===== config.mk =====
export PLATFORM = sky130hd
export DESIGN_NAME = rf_write_arbiter
export DESIGN_NICKNAME = d
export VERILOG_FILES = /design/src/rtl/rf_write_arbiter_pkg.sv /design/src/rtl/rf_write_arbiter_fifo.sv /design/src/rtl/rf_write_arbiter.sv
export SDC_FILE = /design/constraint.sdc
export NUM_CORES = 1
export LEC_CHECK = 0
export CELL_PAD_IN_SITES_DETAIL_PLACEMENT = 0
export CELL_PAD_IN_SITES_GLOBAL_PLACEMENT = 1
export CORE_MARGIN = 4
export CORE_UTILIZATION = 47
export CTS_CLUSTER_SIZE = 25
export DETAILED_ROUTE_END_ITERATION = 10
export DONT_BUFFER_PORTS = 1
export PLACE_DENSITY = 0.85
export REMOVE_ABC_BUFFERS = 1
export SLEW_MARGIN = 15
export SYNTH_ARGS = -nofsm -noshare
export SYNTH_HDL_FRONTEND = slang
export SYNTH_SLANG_ARGS = --single-unit

===== constraint.sdc =====
create_clock -name clk -period 11.4 [get_ports clk]
set_clock_uncertainty 0.2 [all_clocks]
set_input_delay 2.28 -clock clk [delete_from_list [all_inputs] [get_ports clk]]
set_output_delay 2.28 -clock clk [all_outputs]
set_load 0.01 [all_outputs]

===== src/rtl/rf_write_arbiter_pkg.sv =====
// Shared constants and types for the register-file write-port arbiter.
package rf_write_arbiter_pkg;

    // Default address/data widths of the register-file write port.
    localparam int AW_DEF = 5;
    localparam int DW_DEF = 32;

    // Index of the hard-wired zero register; writes to it are no-ops.
    localparam int REG_ZERO_IDX = 0;

    // Starvation tracker: IDLE = buffer empty, WAIT = head waiting for a
    // free slot, FORCE = one-cycle pipeline stall that drains the head.
    typedef enum logic [1:0] {
        ST_IDLE  = 2'd0,
        ST_WAIT  = 2'd1,
        ST_FORCE = 2'd2
    } arb_state_t;

endpackage


===== src/rtl/rf_write_arbiter_fifo.sv =====
// DEPTH-entry FIFO of MDU results. Each entry carries a valid bit so that a
// younger pipeline write to the same register can cancel it in place; a
// cancelled entry still occupies its slot until it reaches the head.
module mdu_result_fifo
    import rf_write_arbiter_pkg::*;
#(
    parameter int DEPTH = 2,
    parameter int AW    = AW_DEF,
    parameter int DW    = DW_DEF,
    parameter int CW    = $clog2(DEPTH) + 1
) (
    input  logic          clk,
    input  logic          reset,
    input  logic          i_push,
    input  logic [AW-1:0] i_push_addr,
    input  logic [DW-1:0] i_push_data,
    input  logic          i_deq,
    input  logic          i_kill_en,
    input  logic [AW-1:0] i_kill_addr,
    input  logic [AW-1:0] i_chk_addr,
    output logic          o_chk_match,
    output logic          o_head_valid,
    output logic [AW-1:0] o_head_addr,
    output logic [DW-1:0] o_head_data,
    output logic          o_empty,
    output logic          o_full,
    output logic [CW-1:0] o_count
);
    localparam int PW = $clog2(DEPTH);

    logic [PW-1:0]    r_rd_ptr;
    logic [PW-1:0]    r_wr_ptr;
    logic [CW-1:0]    r_count;
    logic [AW-1:0]    r_addr [DEPTH];
    logic [DW-1:0]    r_data [DEPTH];
    logic [DEPTH-1:0] r_vld;

    // Storage update: kill matching entries, retire the head, append new entry.
    always_ff @(posedge clk or posedge reset) begin
        if (reset) begin
            r_rd_ptr <= '0;
            r_wr_ptr <= '0;
            r_count  <= '0;
            r_vld    <= '0;
            for (int i = 0; i < DEPTH; i++) begin
                r_addr[i] <= '0;
                r_data[i] <= '0;
            end
        end else begin
            for (int i = 0; i < DEPTH; i++) begin
                if (i_kill_en && r_vld[i] && (r_addr[i] == i_kill_addr)) begin
                    r_vld[i] <= 1'b0;
                end
            end
            if (i_deq) begin
                r_vld[r_rd_ptr] <= 1'b0;
                r_rd_ptr        <= r_rd_ptr + 1'b1;
            end
            if (i_push) begin
                r_vld[r_wr_ptr]  <= 1'b1;
                r_addr[r_wr_ptr] <= i_push_addr;
                r_data[r_wr_ptr] <= i_push_data;
                r_wr_ptr         <= r_wr_ptr + 1'b1;
            end
            r_count <= r_count + CW'(i_push) - CW'(i_deq);
        end
    end

    // Hazard query: any still-valid entry targeting the queried register.
    always_comb begin
        o_chk_match = 1'b0;
        for (int i = 0; i < DEPTH; i++) begin
            if (r_vld[i] && (r_addr[i] == i_chk_addr)) begin
                o_chk_match = 1'b1;
            end
        end
    end

    assign o_head_valid = r_vld[r_rd_ptr];
    assign o_head_addr  = r_addr[r_rd_ptr];
    assign o_head_data  = r_data[r_rd_ptr];
    assign o_empty      = (r_count == '0);
    assign o_full       = (r_count == CW'(DEPTH));
    assign o_count      = r_count;

endmodule


===== src/rtl/rf_write_arbiter.sv =====
// Shares the register-file write port between pipeline write-back (always
// first) and buffered MDU results, which drain into idle slots. A head entry
// left waiting STARVE_LIMIT cycles triggers a one-cycle pipeline stall.
//
// MDU handshake: a result transfers on a rising edge where mdu_valid and
// mdu_ready are both 1; mdu_ready depends only on buffer occupancy (never on
// mdu_valid), and a full buffer stays not-ready even in a cycle it pops.
module rf_write_arbiter
    import rf_write_arbiter_pkg::*;
#(
    parameter int DEPTH        = 2,
    parameter int STARVE_LIMIT = 8,
    parameter int AW           = AW_DEF,
    parameter int DW           = DW_DEF
) (
    input  logic          clk,
    input  logic          reset,
    input  logic          wb_regwrite,
    input  logic [AW-1:0] wb_writereg,
    input  logic [DW-1:0] wb_writedata,
    input  logic          mdu_valid,
    output logic          mdu_ready,
    input  logic [AW-1:0] mdu_writereg,
    input  logic [DW-1:0] mdu_writedata,
    output logic          rf_we,
    output logic [AW-1:0] rf_waddr,
    output logic [DW-1:0] rf_wdata,
    output logic          pipe_stall,
    input  logic [AW-1:0] chk_reg,
    output logic          chk_pending,
    output arb_state_t    dbg_state
);
    localparam int CW = $clog2(DEPTH) + 1;
    localparam int SW = $clog2(STARVE_LIMIT) + 1;
    localparam logic [AW-1:0] R0 = AW'(REG_ZERO_IDX);

    arb_state_t    r_state;
    arb_state_t    w_state_next;
    logic [SW-1:0] r_starve;
    logic [SW-1:0] w_starve_next;

    logic          w_wb_eff;
    logic          w_push;
    logic          w_head_pop;
    logic          w_skip;
    logic          w_deq;
    logic          w_fifo_empty;
    logic          w_fifo_full;
    logic          w_head_valid;
    logic [AW-1:0] w_head_addr;
    logic [DW-1:0] w_head_data;
    logic          w_chk_match;
    logic [CW-1:0] w_count;
    logic [CW-1:0] w_count_next;
    logic          w_empty_next;

    // A forced-drain cycle ignores write-back; r0 writes never occupy the port.
    assign w_wb_eff     = wb_regwrite && (wb_writereg != R0) && (r_state != ST_FORCE);
    assign w_push       = mdu_valid && !w_fifo_full && (mdu_writereg != R0);
    assign w_skip       = !w_fifo_empty && !w_head_valid;
    assign w_head_pop   = !w_fifo_empty && w_head_valid && !w_wb_eff;
    assign w_deq        = w_skip || w_head_pop;
    assign w_count_next = w_count + CW'(w_push) - CW'(w_deq);
    assign w_empty_next = (w_count_next == '0);

    assign mdu_ready    = !w_fifo_full;
    assign chk_pending  = w_chk_match && (chk_reg != R0);

    mdu_result_fifo #(
        .DEPTH (DEPTH),
        .AW    (AW),
        .DW    (DW),
        .CW    (CW)
    ) u_fifo (
        .clk          (clk),
        .reset        (reset),
        .i_push       (w_push),
        .i_push_addr  (mdu_writereg),
        .i_push_data  (mdu_writedata),
        .i_deq        (w_deq),
        .i_kill_en    (w_wb_eff),
        .i_kill_addr  (wb_writereg),
        .i_chk_addr   (chk_reg),
        .o_chk_match  (w_chk_match),
        .o_head_valid (w_head_valid),
        .o_head_addr  (w_head_addr),
        .o_head_data  (w_head_data),
        .o_empty      (w_fifo_empty),
        .o_full       (w_fifo_full),
        .o_count      (w_count)
    );

    // Registered write port: write-back first, else the valid buffer head.
    always_ff @(posedge clk or posedge reset) begin
        if (reset) begin
            rf_we    <= 1'b0;
            rf_waddr <= '0;
            rf_wdata <= '0;
        end else if (w_wb_eff) begin
            rf_we    <= 1'b1;
            rf_waddr <= wb_writereg;
            rf_wdata <= wb_writedata;
        end else if (w_head_pop) begin
            rf_we    <= 1'b1;
            rf_waddr <= w_head_addr;
            rf_wdata <= w_head_data;
        end else begin
            rf_we    <= 1'b0;
        end
    end

    // Starvation state register and wait counter.
    always_ff @(posedge clk or posedge reset) begin
        if (reset) begin
            r_state  <= ST_IDLE;
            r_starve <= '0;
        end else begin
            r_state  <= w_state_next;
            r_starve <= w_starve_next;
        end
    end

    // Starvation next state: count un-popped head cycles, force at the limit.
    always_comb begin
        w_state_next  = r_state;
        w_starve_next = r_starve;
        if (w_empty_next) begin
            w_state_next  = ST_IDLE;
            w_starve_next = '0;
        end else begin
            case (r_state)
                ST_IDLE: begin
                    w_state_next  = ST_WAIT;
                    w_starve_next = '0;
                end
                ST_WAIT: begin
                    if (w_deq) begin
                        w_starve_next = '0;
                    end else if (r_starve == SW'(STARVE_LIMIT - 1)) begin
                        w_state_next  = ST_FORCE;
                        w_starve_next = '0;
                    end else begin
                        w_starve_next = r_starve + 1'b1;
                    end
                end
                ST_FORCE: begin
                    w_state_next  = ST_WAIT;
                    w_starve_next = '0;
                end
                default: begin
                    w_state_next  = ST_IDLE;
                    w_starve_next = '0;
                end
            endcase
        end
    end

    // Starvation outputs: stall exactly during the forced-drain cycle.
    always_comb begin
        pipe_stall = (r_state == ST_FORCE);
        dbg_state  = r_state;
    end

endmodule


==> flow_summary.yaml <==
sta:
  tns_ns: 0
  rsz0062_at_grt: "false"
  drv_slew: 0
  period_share: 0.490
  fmax_mhz: 179
  min_period_ns: 5.58
  tightest_slew_ns: 0.924
  hold_violations: 0
  setup_viol: 0
  max-slew-margin-rel: 0.384
setup_path:
  start_kind: "input port"
  critPathMaxStageDelay_ns: 0.30
  critPathMaxFanout: 3
  cp_slowest_cell: "nor4_1"
  end_kind: "output pin"
  r2r-end: "dbg_state[1]"
  worstRegToRegCells: 11
  crit_required_ns: 8.92
  arrival_ns: 3.10
  r2r_start: "u_fifo.r_rd_ptr"
  rrSetupSlack_ns: 8.03
  criticalPathCategory: "in2out"
  worstPathCellList: "xor2_1 > nor4_1 > nand3_1 > a21oi_1"
floorplan:
  core-area_um2: 12100
  rows: 40
  io_pins: 126
  die_w_um: 119
  die_h_um: 119
  start_util: 0.481
  die_area_um2: 14200
job:
  cap_violations: 0
cts:
  cts.sinks: 124
  clk_latency_ns: 0.41
  clockBufferDepth: 2
  post_cts_resize_count: 0
  clk_pin_slew_ns: 0.05
  cts_buffers: 17
  root_buffer: "clkbuf_16"
  cts-htree-levels: 4
  cts_setup_buffers: 0
  holdBufCountCts: 0
  cts_tree: "done"
hold_path:
  min_path_type: "reg2reg"
  hold_path_end: "r_starve[0]"
  holdPathStages: 1
  hold_path.startpoint: "r_starve[0]"
placement:
  gp_congestion: 0.837
  io_buffer_count: 0
  hpwlAfterDp_um: 8350
  post-place-cells: 636
drt:
  vias: 3782
  drcViolationCount: 0
  wl_per_cell_um: 19.3
  dr.first_iter.drc_count: 194
  ant_nets: 0
  viasPerCell: 5.66
  routed_wl_um: 12900
  drt_first_pass_iters: 4
synth:
  syn_inst: 498
  ys_ff_latch: 124
  netlist_area_um2: 5800
  synthDominantCellAreaShare: 0.535
  avgSynthCellArea_um2: 11.7
  async_reset_ff_frac: 1.00
  yosysTopAreaCell: "dfrtp_1"
  synth.distinct_cells: 39
  synth_flop_cell: "dfrtp_1"
  yosysWarnings: 0
  synth-edff-count: 0
  synthTopCellsByArea: "dfrtp_1 (53%), mux2_2 (11%), o21ai_0 (6.6%), mux2i_1 (6.4%), nand3_1 (3.6%)"
  yosysSeqAreaShare: 0.535
layout:
  layout.nets: 573
  drive_gt1_frac: 0.216
  area_growth_pct: 12.8
  instances_no_fill: 668
  n_antenna_cell: 0
pwr:
  max-vdd-ir-drop_uv: 132
  p_sw_uw: 746
  p_clk_frac: 0.281
  p_leak_nw: 2.88
  p_comb_frac: 0.331
  p_sw_frac: 0.344
  power_frac_seq: 0.388
  power.density_nw_per_um2: 331
  totalPowerFinal_mw: 2.17
  p_int_mw: 1.42
global_route:
  grt_pass1_vias: 4105
  grt-ovfl-total: 0
  grt_pass1_wl_um: 21500
  antenna_found_initial: 0
  grt.total_usage: 0.194
  grt_start_max_net_pins: 75
status:
  status: "finished clean"
## how the worst max path moves through the flow
| stage | startpoint | to | slack (ns) | cells past startpoint |
|---|---|---|---|---|
| 6_report | chk_reg[0] | chk_pending | 5.82 | 4 |
| 5_1_grt | chk_reg[1] | chk_pending | 5.73 | 4 |
| 4_1_cts | chk_reg[0] | chk_pending | 5.81 | 4 |
| 3_5_place_dp | chk_reg[0] | chk_pending | 5.81 | 4 |
| 3_3_place_gp | chk_reg[0] | chk_pending | 5.87 | 4 |
| 2_1_floorplan | reset | dbg_state[0] | 5.62 | 1 |
## power by group through the flow
stage | logic, mW | clock network [mW] | registers (mW)
after floorplan | 0.555 | 0 | 0.822
after global placement | 0.703 | 0 | 0.835
after detailed placement | 0.729 | 0 | 0.849
after CTS | 0.732 | 0.621 | 0.844
after global routing | 0.812 | 0.644 | 0.870
final | 0.717 | 0.609 | 0.841
## flip-flops by register name, summed over array words and instances (netlist names)
name             count
rf_wdata            32
u_fifo.r_data       64
u_fifo.o_count       2
u_fifo.r_wr_ptr      1
u_fifo.r_vld         2
u_fifo.r_addr       10
u_fifo.r_rd_ptr      1
dbg_state            2
r_starve             4
rf_we                1
rf_waddr             5
## cells in the final DEF (no fill, tap or decap), types with 5 or more instances in the layout
cell type / n
dfrtp_1: 123
o21ai_0: 77
mux2_2: 55
nand3_1: 42
nand2_1: 40
mux2i_1: 37
clkbuf_16: 17
xor2_1: 14
mux2_1: 12
xnor2_1: 8
mux2_4: 8
nor2_1: 7
bufinv_16: 6
inv_1: 5
nor3_1: 5
buf_4: 5
## cell usage after synthesis, drive strengths merged, types with 3 or more instances
master / count
or4: 3
nand3: 42
nor2: 7
clkbuf: 19
xor2: 14
nor3: 5
ha: 3
or2: 3
mux2: 75
buf: 16
xnor2: 8
dfrtp: 124
inv: 6
mux2i: 37
nand2: 40
o21ai: 77
## routing by layer
metal / up-vias / global-route usage / part of all wire
li1: 1745 / - / -
met1: 1918 / 0.218 / 0.40
met2: 107 / 0.336 / 0.51
met3: 12 / 0.0693 / 0.073
met4: 0 / 0.0760 / 0.015
met5: - / 0 / 0
## cell type report
cell class,instances,area [um^2]
timing repair buffer,5,37.5
clock inverter,14,240
multi-input combinational,333,2500
clock buffer,18,429
inverter,6,25.0
fill,1033,5520
sequential,124,3100
tap,168,210
## worst max-delay path: cells and delay by family
kind	cells	cell delay (ns)
and+or+nand+nor	2	0.42
AOI/OAI and AO/OA	1	0.27
xor gates and xnor gates	1	0.13
## per-stage QoR
step / setup slack [ns] / utilization / hold WS (ns) / area [um^2]
detailed placement: 5.81 / 0.487 / 0.277 / 5880
floorplan: 5.62 / - / 0.244 / 5610
global placement: 5.87 / 0.487 / 0.259 / 5880
CTS: 5.81 / 0.543 / 0.290 / 6550
global route: 5.73 / 0.543 / 0.304 / 6550
finish: 5.82 / 0.543 / 0.288 / 6550
## kinds of logic after synthesis
group	Yosys count	share of synthesized area
AND/OR/NAND/NOR	107	0.0876
adder cells (fa/ha/maj)	3	0.00647
AO/OA/AOI/OAI	88	0.0820
multiplexers	112	0.215
flip-flops	124	0.535
XOR/XNOR	23	0.0373
buffers and inverters	41	0.0373
Power figures use the tool's default switching activity.
